--- src/rtl/cpu_pkg.sv ---
`default_nettype none
// ============================================================================
// Module      : cpu_pkg
// Description : Shared types and opcode constants for the RV64I core.
// Revision    : 1.0 - initial release
// ============================================================================
package cpu_pkg;

   typedef logic [63:0] double_word;

   typedef enum logic [3:0] {
      LUI,
      AUIPC,
      JAL,
      JALR,
      BRANCH,
      LOAD,
      STORE,
      OPIMM,
      OP,
      OPIMM32,
      OP32,
      FENCE,
      SYSTEM,
      ILLEGAL
   } op_class_t;

   localparam logic [6:0] C_OPC_LUI     = 7'b0110111;
   localparam logic [6:0] C_OPC_AUIPC   = 7'b0010111;
   localparam logic [6:0] C_OPC_JAL     = 7'b1101111;
   localparam logic [6:0] C_OPC_JALR    = 7'b1100111;
   localparam logic [6:0] C_OPC_BRANCH  = 7'b1100011;
   localparam logic [6:0] C_OPC_LOAD    = 7'b0000011;
   localparam logic [6:0] C_OPC_STORE   = 7'b0100011;
   localparam logic [6:0] C_OPC_OPIMM   = 7'b0010011;
   localparam logic [6:0] C_OPC_OP      = 7'b0110011;
   localparam logic [6:0] C_OPC_OPIMM32 = 7'b0011011;
   localparam logic [6:0] C_OPC_OP32    = 7'b0111011;
   localparam logic [6:0] C_OPC_FENCE   = 7'b0001111;
   localparam logic [6:0] C_OPC_SYSTEM  = 7'b1110011;

endpackage
`default_nettype wire

--- src/rtl/decode_comb.sv ---
`default_nettype none
// ============================================================================
// Module      : decode_comb
// Description : Purely combinational RV64I decoder: op class, immediate,
//               register-use flags. Shared by issue and hazard logic.
// Revision    : 1.0 - initial release
// ============================================================================
module decode_comb
   import cpu_pkg::*;
(
   input  logic [31:0] instruction,
   output op_class_t   op_class,
   output double_word  imm,
   output logic        uses_rs1,
   output logic        uses_rs2,
   output logic        writes_rd
);

   logic [63:0] w_imm_i;
   logic [63:0] w_imm_s;
   logic [63:0] w_imm_b;
   logic [63:0] w_imm_u;
   logic [63:0] w_imm_j;
   logic        w_class_writes;

   assign w_imm_i = {{52{instruction[31]}}, instruction[31:20]};
   assign w_imm_s = {{52{instruction[31]}}, instruction[31:25], instruction[11:7]};
   assign w_imm_b = {{51{instruction[31]}}, instruction[31], instruction[7],
                     instruction[30:25], instruction[11:8], 1'b0};
   assign w_imm_u = {{32{instruction[31]}}, instruction[31:12], 12'b0};
   assign w_imm_j = {{43{instruction[31]}}, instruction[31], instruction[19:12],
                     instruction[20], instruction[30:21], 1'b0};

   // Opcode lookup; all legal opcodes end in 2'b11 so the default catches both
   // unknown opcodes and compressed/invalid encodings.
   always_comb begin
      op_class       = ILLEGAL;
      imm            = '0;
      uses_rs1       = 1'b0;
      uses_rs2       = 1'b0;
      w_class_writes = 1'b0;
      case (instruction[6:0])
         C_OPC_LUI:     begin op_class = LUI;     imm = w_imm_u; w_class_writes = 1'b1; end
         C_OPC_AUIPC:   begin op_class = AUIPC;   imm = w_imm_u; w_class_writes = 1'b1; end
         C_OPC_JAL:     begin op_class = JAL;     imm = w_imm_j; w_class_writes = 1'b1; end
         C_OPC_JALR:    begin op_class = JALR;    imm = w_imm_i; w_class_writes = 1'b1; uses_rs1 = 1'b1; end
         C_OPC_BRANCH:  begin op_class = BRANCH;  imm = w_imm_b; uses_rs1 = 1'b1; uses_rs2 = 1'b1; end
         C_OPC_LOAD:    begin op_class = LOAD;    imm = w_imm_i; w_class_writes = 1'b1; uses_rs1 = 1'b1; end
         C_OPC_STORE:   begin op_class = STORE;   imm = w_imm_s; uses_rs1 = 1'b1; uses_rs2 = 1'b1; end
         C_OPC_OPIMM:   begin op_class = OPIMM;   imm = w_imm_i; w_class_writes = 1'b1; uses_rs1 = 1'b1; end
         C_OPC_OP:      begin op_class = OP;      w_class_writes = 1'b1; uses_rs1 = 1'b1; uses_rs2 = 1'b1; end
         C_OPC_OPIMM32: begin op_class = OPIMM32; imm = w_imm_i; w_class_writes = 1'b1; uses_rs1 = 1'b1; end
         C_OPC_OP32:    begin op_class = OP32;    w_class_writes = 1'b1; uses_rs1 = 1'b1; uses_rs2 = 1'b1; end
         C_OPC_FENCE:   begin op_class = FENCE;   w_class_writes = 1'b1; end
         C_OPC_SYSTEM:  begin op_class = SYSTEM;  imm = w_imm_i; w_class_writes = 1'b1; end
         default:       begin op_class = ILLEGAL; end
      endcase
   end

   // x0 is never a real destination, so it can neither be written nor cause a hazard.
   assign writes_rd = w_class_writes && (instruction[11:7] != 5'd0);

endmodule
`default_nettype wire

--- src/rtl/instruction_decode.sv ---
`default_nettype none
// ============================================================================
// Module      : instruction_decode
// Description : RV64I decode stage. Registers decoded fetch output, drives
//               regfile read addresses, inserts a bubble on load-use hazards
//               and squashes on forwarded branch reset.
// Revision    : 1.0 - initial release
// ============================================================================
module instruction_decode
   import cpu_pkg::*;
#(
   parameter int XLEN = 64
) (
   input  logic            clk,
   input  logic            rst,
   input  logic            in_valid,
   input  logic [31:0]     in_instruction,
   input  logic [XLEN-1:0] in_pc,
   input  logic            stall_in,
   input  logic            branch_reset_in,
   output logic            stall_out,
   output logic            branch_reset_out,
   output logic [4:0]      rs1_addr,
   output logic [4:0]      rs2_addr,
   output logic            out_valid,
   output logic [XLEN-1:0] out_pc,
   output op_class_t       out_op_class,
   output logic [2:0]      out_funct3,
   output logic            out_alt,
   output logic [4:0]      out_rd,
   output logic [4:0]      out_rs1,
   output logic [4:0]      out_rs2,
   output logic            out_uses_rs1,
   output logic            out_uses_rs2,
   output logic            out_writes_rd,
   output logic [XLEN-1:0] out_imm
);

   generate
      if (XLEN != 64) begin : g_xlen_check
         $error("instruction_decode: only XLEN=64 is supported");
      end
   endgenerate

   op_class_t  w_op_class;
   double_word w_imm;
   logic       w_uses_rs1;
   logic       w_uses_rs2;
   logic       w_writes_rd;
   logic       w_hazard;

   logic            r_valid;
   logic [XLEN-1:0] r_pc;
   op_class_t       r_op_class;
   logic [2:0]      r_funct3;
   logic            r_alt;
   logic [4:0]      r_rd;
   logic [4:0]      r_rs1;
   logic [4:0]      r_rs2;
   logic            r_uses_rs1;
   logic            r_uses_rs2;
   logic            r_writes_rd;
   logic [XLEN-1:0] r_imm;
   logic            r_branch_reset;

   decode_comb u_decode (
      .instruction (in_instruction),
      .op_class    (w_op_class),
      .imm         (w_imm),
      .uses_rs1    (w_uses_rs1),
      .uses_rs2    (w_uses_rs2),
      .writes_rd   (w_writes_rd)
   );

   assign rs1_addr = in_instruction[19:15];
   assign rs2_addr = in_instruction[24:20];

   // Load-use: the incoming instruction reads the register the issued load writes.
   assign w_hazard = in_valid && r_valid && (r_op_class == LOAD) && r_writes_rd &&
                     ((w_uses_rs1 && (in_instruction[19:15] == r_rd)) ||
                      (w_uses_rs2 && (in_instruction[24:20] == r_rd)));

   assign stall_out = (stall_in || w_hazard) && !branch_reset_in;

   // Issue register: branch reset squashes, stall holds, hazard bubbles, else load.
   always_ff @(posedge clk) begin
      if (rst) begin
         r_valid        <= 1'b0;
         r_pc           <= '0;
         r_op_class     <= LUI;
         r_funct3       <= '0;
         r_alt          <= 1'b0;
         r_rd           <= '0;
         r_rs1          <= '0;
         r_rs2          <= '0;
         r_uses_rs1     <= 1'b0;
         r_uses_rs2     <= 1'b0;
         r_writes_rd    <= 1'b0;
         r_imm          <= '0;
         r_branch_reset <= 1'b0;
      end else begin
         r_branch_reset <= branch_reset_in;
         if (branch_reset_in) begin
            r_valid <= 1'b0;
         end else if (stall_in) begin
            r_valid <= r_valid;
         end else if (w_hazard) begin
            r_valid <= 1'b0;
         end else begin
            r_valid     <= in_valid;
            r_pc        <= in_pc;
            r_op_class  <= w_op_class;
            r_funct3    <= in_instruction[14:12];
            r_alt       <= in_instruction[30];
            r_rd        <= in_instruction[11:7];
            r_rs1       <= in_instruction[19:15];
            r_rs2       <= in_instruction[24:20];
            r_uses_rs1  <= w_uses_rs1;
            r_uses_rs2  <= w_uses_rs2;
            r_writes_rd <= w_writes_rd;
            r_imm       <= w_imm;
         end
      end
   end

   assign out_valid        = r_valid;
   assign out_pc           = r_pc;
   assign out_op_class     = r_op_class;
   assign out_funct3       = r_funct3;
   assign out_alt          = r_alt;
   assign out_rd           = r_rd;
   assign out_rs1          = r_rs1;
   assign out_rs2          = r_rs2;
   assign out_uses_rs1     = r_uses_rs1;
   assign out_uses_rs2     = r_uses_rs2;
   assign out_writes_rd    = r_writes_rd;
   assign out_imm          = r_imm;
   assign branch_reset_out = r_branch_reset;

endmodule
`default_nettype wire

--- config.mk ---
export PLATFORM = sky130hd
export DESIGN_NAME = instruction_decode
export DESIGN_NICKNAME = d
export VERILOG_FILES = /design/src/rtl/cpu_pkg.sv /design/src/rtl/decode_comb.sv /design/src/rtl/instruction_decode.sv
export SDC_FILE = /design/constraint.sdc
export NUM_CORES = 1
export LEC_CHECK = 0
export ABC_AREA = 1
export BUFFER_PORTS_ARGS = -buffer_cell sky130_fd_sc_hd__buf_2
export CORE_MARGIN = 5
export CORE_UTILIZATION = 48
export DETAILED_ROUTE_END_ITERATION = 10
export PLACE_DENSITY_LB_ADDON = 0.3
export SLEW_MARGIN = 20
export SYNTH_ARGS = -nofsm -noshare
export SYNTH_HDL_FRONTEND = slang
export SYNTH_SLANG_ARGS = --single-unit
export TNS_END_PERCENT = 50
--- constraint.sdc ---
create_clock -name clk -period 1.8 [get_ports clk]
set_input_delay 0.27 -clock clk [delete_from_list [all_inputs] [get_ports clk]]
set_output_delay 0.27 -clock clk [all_outputs]
set_load 0.01 [all_outputs]
==> impl_metrics.json, run 1 <==
{
  "status": "finished, violations left",
  "violations": "setup timing",
  "max_slew_margin": 0.755,
  "die_x_um": 125,
  "grt_pass1_vias": 6094,
  "synth_warnings": 0,
  "finalPower_mw": 7.70,
  "startpoint_type": "register",
  "endpoint_kind": "primary output",
  "die_h_um": 125,
  "vdd_drop_max_mv": 0.594,
  "portBuffers": 267,
  "crit_top_cell": "nand2_1",
  "cts.sinks": 124,
  "synth_fp_nets": 1131,
  "setup_tns_ns": -15.27,
  "core_area_um2": 12800,
  "layout.cells.non_filler": 1498,
  "rsz0062_at_grt": "yes",
  "nNetsFinal": 1417,
  "place_area_um2": 7930,
  "cts_buffer_depth": 2,
  "path_buf_inv": 3,
  "yosys.area.top_type": "dfxtp_1",
  "combPwrFrac": 0.189,
  "seq_area_frac_synth": 0.393,
  "die_area_um2": 15500,
  "cpLargestDelayFamily": "simple AND/OR/NAND/NOR gates",
  "drv_cap": 0,
  "crit_required_ns": 1.53,
  "first_iter_violations": 457,
  "htreeDepth": 4,
  "tightest_slew_ns": 0.367,
  "row_count": 41,
  "drt-total-wl_mm": 19.9,
  "dp_hpwl_mm": 13.3,
  "fin_ws_ns": -0.272,
  "fin_crit_sh": 1.15,
  "placed_cells": 1441,
  "grt.total_usage": 0.223,
  "slew_violations": 0,
  "worstSkewPairLatency_ns": 0.42,
  "cts_tree": "built",
  "syn-instance-count": 1030,
  "arrival_ns": 1.80,
  "drive_gt1_frac": 0.322,
  "synth_top_area_share": 0.393,
  "grt_max_degree": 66,
  "power_frac_seq": 0.394,
  "synth_area_leaders": "dfxtp_1, nand2_1, nor2_1",
  "numCtsBuffers": 17,
  "ioPinCount": 268,
  "internal_power_mw": 5.63,
  "finClkSkew_ns": 0.0101,
  "grt_antenna_before_repair": 1,
  "design_area_um2": 9220,
  "wl_per_cell_um": 13.3,
  "synth-seq-cells": 124,
  "clkTransAtPathRegs_ns": 0.05,
  "routabilityCongestion": 0.913,
  "fmax_mhz": 483,
  "routed_via_density": 4.57,
  "p_switching_mw": 2.07,
  "syn_area_per_cell_um2": 6.12,
  "ctsHoldBuffers": 0,
  "num_vias": 6851,
  "area_growth_pct": 46.1,
  "final_core_util": 0.722,
  "place_ws_ns": -0.129,
  "critPathMaxFanout": 4,
  "leakagePower_nw": 5.49,
  "finalHoldViolations": 0,
  "cellPowerDensity_nw_per_um2": 835,
  "switching_share": 0.269,
  "cpPeakStageDelay_ns": 0.36,
  "num-fill-cells": 1011,
  "pwr-share-clk": 0.417,
  "worst-setup-path-type": "register to primary output",
  "crit_chain": "inv_2 -> nand2_1 -> nand2_1 -> nand3_2 -> nor2_2 -> o21ai_1 -> nand2_1 -> nand2_2 -> buf_6 -> a21oi_2 -> buf_2",
  "worstHoldPathType": "input pin to register",
  "overflow": 0,
  "start_util": 0.494,
  "min_period_ns": 2.07,
  "drt_pass1_iterations": 5,
  "grt_pass1_wl_mm": 28.7,
  "slowest_stage": "dfxtp_4",
  "root_buffer": "clkbuf_16",
  "hold_slack_ns": 0.0558,
  "postRouteAntennaNets": 0,
  "finalSetupViolCount": 122,
  "drc": 0,
  "syn_area_um2": 6310,
  "synth_cell_types": 28
}
==> power by group through the flow <==
| stage | sequential (mW) | combinational, mW | clock, mW |
|---|---|---|---|
| 3_3_place_gp | 3.07 | 1.25 | 0 |
| 4_1_cts | 3.03 | 1.28 | 3.26 |
| 2_1_floorplan | 3.17 | 0.656 | 0 |
| 3_5_place_dp | 3.08 | 1.26 | 0 |
| 6_report | 3.03 | 1.46 | 3.21 |
| 5_1_grt | 3.05 | 1.61 | 3.38 |
==> area by class of cell <==
class                   instances  area [µm²]  area share
multi-input cells             647        2710       0.294
repair buffers                354        2590       0.281
flip-flops and latches        124        2500       0.271
inverters                     172         649      0.0704
clock buffers                  20         447      0.0485
well taps                     172         215      0.0233
clock inverters                 8        97.6      0.0106
diodes                          1        2.50    0.000271
==> state kept, by name, indices dropped and copies added, names as in the netlist <==
| register | cells |
|---|---|
| out_alt | 1 |
| out_imm | 32 |
| out_uses_rs1 | 1 |
| out_rs1 | 5 |
| out_rd | 5 |
| out_pc | 64 |
| branch_reset_out | 1 |
| out_valid | 1 |
| out_rs2 | 5 |
| out_op_class | 4 |
| out_funct3 | 3 |
| out_writes_rd | 1 |
| out_uses_rs2 | 1 |
==> cells by family (layout without fill, tap and decap cells) <==
family,Yosys count,after routing,share of synthesized area
other,0,1,0
buffers and inverters,259,554,0.190
XOR/XNOR,5,5,0.00694
flip-flops,124,124,0.393
AND/OR/NAND/NOR,615,615,0.386
AO/OA/AOI/OAI,27,27,0.0228
==> Yosys cell counts, drive strengths merged <==
cell / count
a211oi: 1
a21oi: 16
a31oi: 1
buf: 69
clkbuf: 18
clkinv: 3
dfxtp: 124
inv: 169
nand2: 304
nand3: 24
nand4: 24
nor2: 261
nor3: 1
nor4: 1
o2111ai: 1
o21ai: 7
o22ai: 1
xnor2: 3
xor2: 2
==> repair_timing <==
item,4_1_cts,5_1_grt
gates cloned,0,23
endpoints found under the hold margin,0,0
gates resized for setup,15,34
endpoints found under the setup margin,1,153
setup buffers,2,4
pin swaps,5,20
==> cells in the final DEF, fill, tap and decap left out, types with 4 or more instances in the layout <==
master / netlist / routed
nor2_2: 1 / 13
clkinv_2: 0 / 4
o21ai_0: 6 / 6
nand2_1: 298 / 293
dfxtp_1: 124 / 118
dfxtp_4: 0 / 4
nand4_1: 24 / 24
a21oi_1: 16 / 15
buf_2: 12 / 267
nand3_1: 22 / 21
nor2_1: 259 / 247
nand2_2: 6 / 11
buf_12: 0 / 15
buf_6: 2 / 7
buf_4: 53 / 41
inv_2: 3 / 6
clkbuf_16: 0 / 38
inv_1: 166 / 162
==> final timing paths <==
kind                                              from                     endpoint  slack (ns)  cells after the start
worst max-delay path            out_rd[2]$_SDFFE_PP0P_                    stall_out       -0.27                     11
worst min-delay path                               rst  branch_reset_out$_SDFF_PP0_        0.06                      2
worst max register to register  out_rd[2]$_SDFFE_PP0P_      out_pc[20]$_SDFFE_PP0P_       -0.20                     16
worst min register to register  out_valid$_SDFFE_PP0N_       out_valid$_SDFFE_PP0N_        0.47                      2
==> routing by layer <==
layer	vias up	track usage	wire, µm
li1	3541	-	-
met1	2968	0.261	7920
met2	292	0.361	9450
met3	50	0.0875	1890
met4	0	0.0986	616
met5	-	0	0
No activity file was read; power rests on OpenSTA's default activity.
==> run 2: changes to the inputs <==
==> constraint.sdc (replaced) <==
create_clock -name clk -period 2.33 [get_ports clk]
set_input_delay 0.3495 -clock clk [delete_from_list [all_inputs] [get_ports clk]]
set_output_delay 0.3495 -clock clk [all_outputs]
set_load 0.01 [all_outputs]
==> run 2 against run 1 <==
Net effect:
- the flow now finishes without violations
- critical path depth shrank 6
- sequential power shrank 23%
- non-clock buffer count shrank 74
- register-to-register slack gained 0.58 ns
- critical path type unchanged
- largest power group unchanged
- highest routed layer is now met5
==> impl_metrics.json, run 2 (synthesized netlist as in run 1, its figures left out) <==
{
  "drv_cap": 0,
  "path_buf_inv": 1,
  "slew_violations": 0,
  "routabilityCongestion": 0.897,
  "finalPower_mw": 5.66,
  "start_util": 0.494,
  "root_buffer": "clkbuf_16",
  "tightest_slew_ns": 0.685,
  "endpoint_kind": "primary output",
  "placed_cells": 1395,
  "drc": 0,
  "post_cts_resize_count": 0,
  "drt-total-wl_mm": 17.1,
  "ioPinCount": 268,
  "final_common_cell": "nand2_1",
  "crit_chain": "nand4_1 -> nor4_1 -> nand2_2 -> a21oi_1 -> buf_2",
  "seqCellArea_um2": 2480,
  "overflow": 0,
  "grt_max_degree": 100,
  "htreeDepth": 4,
  "fmax_mhz": 451,
  "die_x_um": 125,
  "numCtsBuffers": 17,
  "layout.cells.non_filler": 1427,
  "area_growth_pct": 26.8,
  "grt_antenna_before_repair": 2,
  "final_core_util": 0.626,
  "worstHoldPathType": "input pin to register",
  "cts_setup_buffers": 0,
  "grt_pass1_wl_mm": 27.8,
  "grt_pass1_vias": 5790,
  "rsz0062_at_grt": "no",
  "cpPeakStageDelay_ns": 0.42,
  "r2r_cells": 8,
  "clkTransAtPathRegs_ns": 0.05,
  "cts_buffer_depth": 2,
  "leakagePower_nw": 4.88,
  "min_period_ns": 2.22,
  "r2r_slack_ns": 0.38,
  "largest_reg_flops": 64,
  "startpoint_type": "register",
  "finalHoldViolations": 0,
  "worst-setup-path-type": "register to primary output",
  "worstReg2RegEnd": "out_pc[31]$_SDFFE_PP0P_",
  "path_depth": 5,
  "drt_pass1_iterations": 6,
  "row_count": 41,
  "worstSkewPairLatency_ns": 0.42,
  "slowest_stage": "nor4_1",
  "finClkSkew_ns": 0.00696,
  "num_vias": 6310,
  "die_h_um": 125,
  "num-fill-cells": 1229,
  "final_cell_mix": "nand2_1, buf_2, nor2_1",
  "cp-startpoint": "out_writes_rd$_SDFFE_PP0P_",
  "nNetsFinal": 1343,
  "cellPowerDensity_nw_per_um2": 708,
  "drive_gt1_frac": 0.257,
  "cts_tree": "built",
  "postRouteAntennaNets": 0,
  "finalSetupViolCount": 0,
  "arrival_ns": 1.87,
  "critPathMaxFanout": 3,
  "cpLargestDelayFamily": "simple AND/OR/NAND/NOR gates",
  "die_area_um2": 15500,
  "status": "completed",
  "wl_per_cell_um": 12.0,
  "crit_required_ns": 1.98,
  "core_area_um2": 12800,
  "vdd_drop_max_mv": 0.453,
  "regToRegStartpoint": "out_writes_rd$_SDFFE_PP0P_",
  "endpoint": "stall_out",
  "cts.sinks": 124,
  "routed_via_density": 4.42,
  "max_slew_margin": 0.543,
  "ctsHoldBuffers": 0,
  "first_iter_violations": 406,
  "dp_hpwl_mm": 12.7,
  "portBuffers": 267,
  "multi_input_area_um2": 2630,
  "grt.total_usage": 0.217,
  "setup_tns_ns": 0,
  "fin_crit_sh": 0.951
}
==> run 2: changes by cell type in the layout (fill, tap and decap cells not counted), sizes merged <==
cell      change
clkinv        +3
bufinv        -1
clkinvlp      -2
buf          -53
clkbuf       -18
==> run 2: per-stage QoR <==
| stage | hold slack (ns) | area [µm²] | setup WS [ns] |
|---|---|---|---|
| after floorplan | 0.422 | 6310 | 0.483 |
| after global placement | 0.465 | 7450 | 0.155 |
| after detailed placement | 0.470 | 7450 | 0.150 |
| after CTS | 0.104 | 7990 | 0.170 |
| after global routing | 0.113 | 8000 | 0.0414 |
| final | 0.120 | 8000 | 0.114 |
==> run 2: how the worst min path moves through the flow <==
stage                      startpoint                          end  cells past startpoint
5_1_grt                           rst  branch_reset_out$_SDFF_PP0_                      2
6_report                          rst  branch_reset_out$_SDFF_PP0_                      2
4_1_cts                           rst  branch_reset_out$_SDFF_PP0_                      2
3_5_place_dp   out_valid$_SDFFE_PP0N_       out_valid$_SDFFE_PP0N_                      2
3_3_place_gp   out_valid$_SDFFE_PP0N_       out_valid$_SDFFE_PP0N_                      2
2_1_floorplan                     rst  branch_reset_out$_SDFF_PP0_                      1
==> run 2: per-layer routing <==
layer  wire length (µm)  share of wire  track usage
met2               7850           0.46        0.344
met1               7200           0.42        0.255
met5                 20         0.0012            0
met4                512          0.030       0.0993
met3               1570          0.091       0.0909
==> run 2: where the power goes <==
group	total, mW	switching [mW]	internal (mW)	leakage, nW
Clock	2.43	0.904	1.53	0.272
Sequential	2.34	0.0749	2.26	1.02
Combinational	0.889	0.538	0.351	3.59
Total	5.66	1.52	4.14	4.88
==> run 2: worst register-to-register path, cell delays in order (launching register included) <==
cell	delay, ns
dfxtp_1	0.38
nand4_1	0.11
nor4_1	0.42
nand2_2	0.17
nand3_4	0.14
buf_12	0.34
nand2_1	0.14
nand2_1	0.09
nor2_1	0.05
==> run 2: final cells by class <==
class,count,share of cell area
inverters,172,0.0809
repair buffers,280,0.184
multi-input cells,647,0.329
flip-flops and latches,124,0.310
clock buffers,23,0.0598
clock inverters,8,0.00845
diodes,1,0.000313
well taps,172,0.0269
